**src/rtl/mem_bist_master.sv**
```systemverilog
// mem_bist_master: fill-and-verify BIST initiator for the memory valid/ready
// interface. A start pulse writes pat(a) = SEED + a*STRIDE to every address,
// then reads everything back and counts mismatches. The results are pass,
// err_count and the first failing address.
// Optional ready watchdog: define MEM_BIST_TIMEOUT_EN to add the `timeout` output.
module mem_bist_master #(
    parameter int          DEPTH      = 64,
    parameter int          ADDR_WIDTH = $clog2(DEPTH),
    parameter int          WIDTH      = 16,
    parameter logic [15:0] SEED       = 16'h1234,
    parameter logic [15:0] STRIDE     = 16'h0101,
    parameter int          TIMEOUT    = 255
) (
    input  logic                  clk,
    input  logic                  rst,
    input  logic                  start,
    output logic                  busy,
    output logic                  done,
    output logic                  pass,
    output logic [ADDR_WIDTH:0]   err_count,
    output logic [ADDR_WIDTH-1:0] fail_addr,
    output logic [ADDR_WIDTH-1:0] addr,
    output logic                  wr_rd,
    output logic [WIDTH-1:0]      wdata,
    input  logic [WIDTH-1:0]      rdata,
    output logic                  valid,
    input  logic                  ready
`ifdef MEM_BIST_TIMEOUT_EN
    ,
    output logic                  timeout
`endif
);

    typedef enum logic [1:0] {
        IDLE  = 2'd0,
        WRITE = 2'd1,
        READ  = 2'd2,
        DONE  = 2'd3
    } state_t;

    localparam logic [ADDR_WIDTH-1:0] LAST_ADDR = ADDR_WIDTH'(DEPTH - 1);
    localparam logic [ADDR_WIDTH:0]   ERR_MAX   = {(ADDR_WIDTH + 1){1'b1}};

    // Test pattern for an address, wrapped to WIDTH bits.
    function automatic logic [WIDTH-1:0] pat(input logic [ADDR_WIDTH-1:0] a);
        logic [WIDTH-1:0] seed_w;
        logic [WIDTH-1:0] stride_w;
        logic [WIDTH-1:0] a_w;
        seed_w   = WIDTH'(SEED);
        stride_w = WIDTH'(STRIDE);
        a_w      = WIDTH'(a);
        return seed_w + a_w * stride_w;
    endfunction

    state_t                state_r;
    logic [ADDR_WIDTH-1:0] addr_r;
    logic                  wr_rd_r;
    logic [WIDTH-1:0]      wdata_r;
    logic                  valid_r;
    logic                  busy_r;
    logic                  done_r;
    logic                  pass_r;
    logic [ADDR_WIDTH:0]   err_count_r;
    logic [ADDR_WIDTH-1:0] fail_addr_r;

    logic                  hs_s;
    logic                  last_s;
    logic                  mismatch_s;
    logic [ADDR_WIDTH-1:0] addr_inc_s;
    logic [ADDR_WIDTH:0]   err_next_s;
    logic                  to_s;

    // Handshake, end-of-range and the saturating error count after this compare.
    always_comb begin
        hs_s       = valid_r & ready;
        last_s     = (addr_r == LAST_ADDR);
        addr_inc_s = addr_r + ADDR_WIDTH'(1'b1);
        mismatch_s = (rdata != pat(addr_r));
        if (mismatch_s) begin
            if (err_count_r == ERR_MAX) begin
                err_next_s = err_count_r;
            end else begin
                err_next_s = err_count_r + (ADDR_WIDTH + 1)'(1'b1);
            end
        end else begin
            err_next_s = err_count_r;
        end
    end

`ifdef MEM_BIST_TIMEOUT_EN
    localparam int WAIT_W = ($clog2(TIMEOUT + 1) > 8) ? $clog2(TIMEOUT + 1) : 8;

    logic [WAIT_W-1:0] wait_cnt_r;
    logic              timeout_r;

    // Fire when this stall cycle would be the TIMEOUT-th in a row.
    always_comb begin
        to_s = valid_r & ~ready & (wait_cnt_r == WAIT_W'(TIMEOUT - 1));
    end

    // Count consecutive stalled cycles; any handshake or idle bus restarts it.
    always_ff @(posedge clk or negedge rst) begin
        if (!rst) begin
            wait_cnt_r <= '0;
        end else if (!valid_r || ready) begin
            wait_cnt_r <= '0;
        end else begin
            wait_cnt_r <= wait_cnt_r + WAIT_W'(1'b1);
        end
    end

    // Sticky timeout flag, cleared when a new test is accepted.
    always_ff @(posedge clk or negedge rst) begin
        if (!rst) begin
            timeout_r <= 1'b0;
        end else if (state_r == IDLE && start) begin
            timeout_r <= 1'b0;
        end else if (to_s) begin
            timeout_r <= 1'b1;
        end else begin
            timeout_r <= timeout_r;
        end
    end

    assign timeout = timeout_r;
`else
    assign to_s = 1'b0;

    // Without the watchdog the master waits for ready indefinitely.
    if (TIMEOUT < 0) begin : g_no_watchdog
    end
`endif

    // Main sequencer: fill, verify, report; all interface outputs registered.
    always_ff @(posedge clk or negedge rst) begin
        if (!rst) begin
            state_r     <= IDLE;
            addr_r      <= '0;
            wr_rd_r     <= 1'b0;
            wdata_r     <= '0;
            valid_r     <= 1'b0;
            busy_r      <= 1'b0;
            done_r      <= 1'b0;
            pass_r      <= 1'b0;
            err_count_r <= '0;
            fail_addr_r <= '0;
        end else begin
            case (state_r)
                IDLE: begin
                    if (start) begin
                        state_r     <= WRITE;
                        addr_r      <= '0;
                        wr_rd_r     <= 1'b1;
                        wdata_r     <= pat('0);
                        valid_r     <= 1'b1;
                        busy_r      <= 1'b1;
                        done_r      <= 1'b0;
                        pass_r      <= 1'b0;
                        err_count_r <= '0;
                        fail_addr_r <= '0;
                    end else begin
                        state_r <= IDLE;
                    end
                end
                WRITE: begin
                    if (hs_s) begin
                        if (last_s) begin
                            state_r <= READ;
                            addr_r  <= '0;
                            wr_rd_r <= 1'b0;
                            wdata_r <= '0;
                        end else begin
                            addr_r  <= addr_inc_s;
                            wdata_r <= pat(addr_inc_s);
                        end
                    end else if (to_s) begin
                        state_r <= DONE;
                        valid_r <= 1'b0;
                        addr_r  <= '0;
                        wr_rd_r <= 1'b0;
                        wdata_r <= '0;
                        busy_r  <= 1'b0;
                        done_r  <= 1'b1;
                        pass_r  <= 1'b0;
                    end else begin
                        state_r <= WRITE;
                    end
                end
                READ: begin
                    if (hs_s) begin
                        err_count_r <= err_next_s;
                        if (mismatch_s && err_count_r == '0) begin
                            fail_addr_r <= addr_r;
                        end else begin
                            fail_addr_r <= fail_addr_r;
                        end
                        if (last_s) begin
                            state_r <= DONE;
                            valid_r <= 1'b0;
                            addr_r  <= '0;
                            busy_r  <= 1'b0;
                            done_r  <= 1'b1;
                            pass_r  <= (err_next_s == '0);
                        end else begin
                            addr_r  <= addr_inc_s;
                        end
                    end else if (to_s) begin
                        state_r <= DONE;
                        valid_r <= 1'b0;
                        addr_r  <= '0;
                        busy_r  <= 1'b0;
                        done_r  <= 1'b1;
                        pass_r  <= 1'b0;
                    end else begin
                        state_r <= READ;
                    end
                end
                DONE: begin
                    state_r <= IDLE;
                end
                default: begin
                    state_r <= IDLE;
                    valid_r <= 1'b0;
                    busy_r  <= 1'b0;
                end
            endcase
        end
    end

    assign busy      = busy_r;
    assign done      = done_r;
    assign pass      = pass_r;
    assign err_count = err_count_r;
    assign fail_addr = fail_addr_r;
    assign addr      = addr_r;
    assign wr_rd     = wr_rd_r;
    assign wdata     = wdata_r;
    assign valid     = valid_r;

endmodule

```
**config.mk**
```make
export PLATFORM = sky130hd
export DESIGN_NAME = mem_bist_master
export DESIGN_NICKNAME = d
export VERILOG_FILES = /design/src/rtl/mem_bist_master.sv
export SDC_FILE = /design/constraint.sdc
export NUM_CORES = 1
export LEC_CHECK = 0
export CAP_MARGIN = 30
export CORE_MARGIN = 8
export CORE_UTILIZATION = 56
export DETAILED_ROUTE_END_ITERATION = 8
export HOLD_SLACK_MARGIN = 0.12
export PLACE_DENSITY = 0.92
export SETUP_SLACK_MARGIN = 0.02
export SYNTH_ARGS = -nofsm -noshare
export SYNTH_HDL_FRONTEND = slang
export SYNTH_SLANG_ARGS = --single-unit
```
**constraint.sdc**
```tcl
create_clock -name clk -period 7.45 [get_ports clk]
set_input_delay 1.8625 -clock clk [delete_from_list [all_inputs] [get_ports clk]]
set_output_delay 1.8625 -clock clk [all_outputs]
set_load 0.03 [all_outputs]
```
Yosys cells after proc, flatten, opt, wreduce, memory -nomap -nowiden --
Cells that the tools add are included.
Storage, ports and cells: register bits after elaboration 41, bits of input ports 20, output and inout port bits 40, logic and storage cells 80
Cells by class: $add $sub $neg 4, $mul 2, equal/unequal tests 15, mux-type cells 34, bitwise logic cells 1, reduce and logical (&&, ||, !) cells 15
Operator list (count):
- two-way mux 16 bit | 3
- adder 13 x 15 -> 16 bit, first input constant | 2
- one-hot mux 16 bit (2 select lines) | 1
- multiplier 6 x 9 -> 15 bit, second input constant | 2
- two-way mux 6 bit | 5
- two-way mux 7 bit | 4
- one-hot mux 6 bit (2 select lines) | 2
- != test 16 bit | 1
- zero test 7 bit | 2
- one-hot mux 7 bit (2 select lines) | 1
- != test 2 bit, second input constant | 6
- AND reduction 4 bit | 3
- two-way mux 1 bit | 9
- AND reduction 3 bit | 3
- two-way mux 2 bit | 4
- one-hot mux 1 bit (2 select lines) | 4
- one-hot mux 2 bit (4 select lines) | 1
- adder 7 x 1 -> 7 bit, second input constant | 1
- equality test 7 bit, second input constant | 1
- adder 6 x 1 -> 6 bit, second input constant | 1
- equality test 6 bit, second input constant | 1
- != test 3 bit, second input constant | 2
- nonzero test 2 bit | 3
- equality test 2 bit, second input constant | 2
- other kinds (7) | 7

Depth between registers and ports, before layout --
word-level depth 8, gate-level depth with buffers 16, gate-level depth less buffers 13

Worst setup path before layout --
OpenSTA, ideal clock, no wires.
path type input-to-reg, start input port rdata[1], end register pass_r (netlist: pass), library setup time 0.137 ns, arrival time 3.587 ns, required time 7.313 ns, setup slack 3.726 ns, stages 8, path buffers 1, cells stage by stage xor2_1 -> a2111oi_0 -> nand3_1 -> or4b_1 -> buf_2 -> and3_1 -> a211oi_2 -> o32ai_2
On the way: word-level cells in the longest chain between the ends 6
RTL lines:
- start: declaration | RTL line 25 | input logic [WIDTH-1:0] rdata,
- != test 16 bit | RTL line 78 | mismatch_s = (rdata != pat(addr_r));
- two-way mux 7 bit | RTL line 79 | if (mismatch_s) begin
- zero test 7 bit | RTL line 203 | pass_r <= (err_next_s == '0);
- two-way mux 1 bit | RTL line 197 | if (last_s) begin
- two-way mux 1 bit | RTL line 190 | if (hs_s) begin
- one-hot mux 1 bit (2 select lines) | RTL line 148 | case (state_r)
- end signal: assignment | RTL line 203
- end: declaration | RTL line 62 | logic pass_r;
No other way between the ends. The select of a mux whose other input is x is not followed. A chain may end at the register's enable or synchronous reset.

Worst setup path in the final report --
start input port rdata[8], end register pass_r (netlist: pass)
The elaborated chain is that of the path after synthesis.

==> reports/metrics.csv <==
metric,value,unit
Synth Area in Compound Gates,0.184,
Synth Register Bits,41,
largest family of logic cells by synthesized area,compound AO/OA/AOI/OAI gates,
post-synthesis average cell area,9.16,um2
final net count,423,
multiplexer share of the synthesized area,0.0103,
Core Area,5070,um2
vias in the first global route,2696,
Post-Synth Simple-Gate Area,0.174,
first-pass GRT wire length,12.9,mm
Max Freq,233,MHz
largest net degree at the start of global routing,42,
Layout area overhead,23.4,%
Crit Reg-Reg Endpoint,pass,
"FFs w/ async S/R, synth",1.00,
outcome,completed,
global route total overflow,0,
"Seq/Total Area, Yosys",0.352,
die width,88.1,um
# hold bufs at CTS,0,
startpoint type of the worst setup path,input pin,
Worst setup startpoint,rdata[8],
Post-synth EDFFs,0,
# Max-Cap Violations,0,
maximum clock insertion buffer count,2,
share of layout cells above drive strength 1,0.0378,
Setup Crit Path Kind,in2reg,
final worst setup slack,3160,ps
Synth Instances,318,
Die H,88.1,um
die area,7770,um2
Synth cell types,48,
R2R cell count,13,
DR WL/cell,17.3,um
reg2reg start,addr[4],
Fin Hold WS,510,ps
Post-CTS Setup Bufs,0,
row cnt,26,
routability cong.,0.915,
initial cell density of the core,0.574,
"Hold Violations, Final",0,
RSZ-0062 raised after global routing,no,
Detail Placement HPWL,5.63,mm
Synth Flop Type,dfrtp_1,
total CTS buffers,5,
WP data arrival,4460,ps
Final ANT Viol Nets,0,
hold path startpoint,wdata[15],
drc violations,0,
register area,1030,um2
min Tclk post-route,4290,ps
XOR/XNOR share of the synthesized area,0.0872,
Boundary Pins,60,
PortBufs,59,
# setup viols final,0,
worst-path fanout max,19,
HP Class,reg2reg,
adder-cell share of the synthesized area,0.137,
"Warnings, synthesis",0,
required time worst endpoint,7620,ps
antenna cells,0,
post-cts sizing count,0,
fraction of the cycle the final worst path needs,0.576,
drt total wl,7.61,mm
Pint,445,uW
Post-Syn Nets,370,
Skew-Pair Late Insertion Delay,300,ps
CTS tree,built,
fill count,405,
pre-CTS setup slack,2850,ps
Worst slew margin,0.382,
vias per cell,5.91,
DR vias,2602,
clock sink count,41,
Comb pwr share,0.447,
power density over cell area,214,nW/um2
area of the multi-input gates,1730,um2
switching power,326,uW
endpoint class of the critical path,flip-flop,
clock share of power,0.181,
Hold Path End,wdata[15],
R2R setup slack,3570,ps
Clock Pin Slew Worst Setup and Hold Paths,80,ps
setup TNS,0,ps
Hold Path Cell Cnt,2,
GRT Resource Usage Total,0.207,
Clock Skews,9.53,ps
Root Driver,clkbuf_8,
Sequential Power Share,0.372,
Switching Share,0.423,
H-tree Lvls,2,
Netlist Area Pre-Place,2910,um2
initial antenna violation count,0,
Worst-Margin Slew,927,ps
fin. max-slew vios,0,
TritonRoute pass-1 iters,4,
maximum vdd drop,0.000137,V
Initial DRC Count,187,
P_leak,0.00161,uW
worst max path at each step:
stage	endpoint	cells past startpoint
4_1_cts	pass	9
3_3_place_gp	pass	9
2_1_floorplan	pass	8
6_report	pass	9
3_5_place_dp	pass	9
5_1_grt	pass	9
cells by family (layout without fill, tap and decap cells):
kind of cell    count (synthesis)  count (layout)
simple gates                   99              99
compound gates                 76              76
flops                          41              41
buf+inv                        38              90
fa+ha+maj                      32              32
xor+xnor                       29              29
mux                             3               3
registers in the layout, summed over array words and instances (netlist names), named ones only:
register	count
wdata	16
err_count	7
addr	6
fail_addr	6
busy	1
done	1
pass	1
state_r	1
wr_rd	1
cells in the final DEF (no fill, tap or decap), types with 4 or more instances in the layout:
cell             count
a21oi_1             10
a22o_1              13
a31oi_1              6
and3_1               7
clkbuf_8             5
clkdlybuf4s50_1     58
dfrtp_1             41
ha_1                32
inv_1               25
nand2_1             30
nand2b_1             4
nand3_1              6
nand4_1              7
nor2_1              19
nor3_1               6
o21ai_0             23
xnor2_1             14
xor2_1              15
power by group through the flow:
stage,registers [uW],clock network [uW],logic [uW]
3_3_place_gp,289,0,327
6_report,286,140,345
3_5_place_dp,289,0,340
2_1_floorplan,316,0,199
4_1_cts,286,139,343
5_1_grt,291,152,373
critical path, cell delays in order:
cell             delay, ps
clkdlybuf4s50_1        470
xor2_1                 190
xnor2_1                 90
nor3_1                 250
nand3_1                120
or4b_1                 820
and3_1                 290
a211oi_2               240
o32ai_2                120
through the flow:
step           cell area (um2)  utilization  instances  total power (uW)
6_report                  3590        0.708        440               771
4_1_cts                   3590        0.708        440               768
5_1_grt                   3590        0.708        440               815
2_1_floorplan             2910            -        318               515
3_5_place_dp              3520        0.694        434               629
3_3_place_gp              3520        0.694        434               616
cells in the mapped netlist, types with 2 or more instances:
library cell / count / area [um2]
xor2_1: 15 / 131
clkbuf_1: 8 / 30.0
and3_1: 7 / 43.8
xnor2_1: 14 / 123
nand2b_1: 4 / 25.0
and4_1: 3 / 26.3
buf_4: 2 / 15.0
nor2b_1: 2 / 12.5
nor3_1: 6 / 30.0
a22o_1: 13 / 114
mux2i_1: 3 / 30.0
nand3_1: 6 / 30.0
a31oi_1: 6 / 37.5
a21oi_1: 10 / 50.1
a21o_1: 2 / 15.0
o22ai_1: 3 / 18.8
nor4_1: 3 / 18.8
nand2_1: 30 / 113
o22a_1: 3 / 26.3
inv_1: 25 / 93.8
dfrtp_1: 41 / 1030
a211oi_2: 2 / 25.0
a211o_1: 3 / 26.3
o21ai_0: 23 / 115
nor2_1: 19 / 71.3
and2_1: 3 / 18.8
buf_2: 2 / 10.0
ha_1: 32 / 400
a211oi_1: 2 / 15.0
nand4_1: 7 / 43.8
a32o_1: 2 / 20.0
cell type report:
class	count	share of cell area
clock buffers	5	0.0191
inverters	25	0.0261
multi-input cells	239	0.481
well taps	70	0.0244
clock inverters	1	0.00139
flip-flops and latches	41	0.285
repair buffers	59	0.163
per-layer routing:
layer / vias to the layer above / part of all wire / wire, um / global-route usage
li1: 1229 / - / - / -
met1: 1260 / 0.44 / 3350 / 0.251
met2: 95 / 0.47 / 3540 / 0.336
met3: 18 / 0.070 / 533 / 0.0544
met4: 0 / 0.024 / 186 / 0.0922
met5: - / 0 / 0 / 0
(Power assumes the default switching activity.)
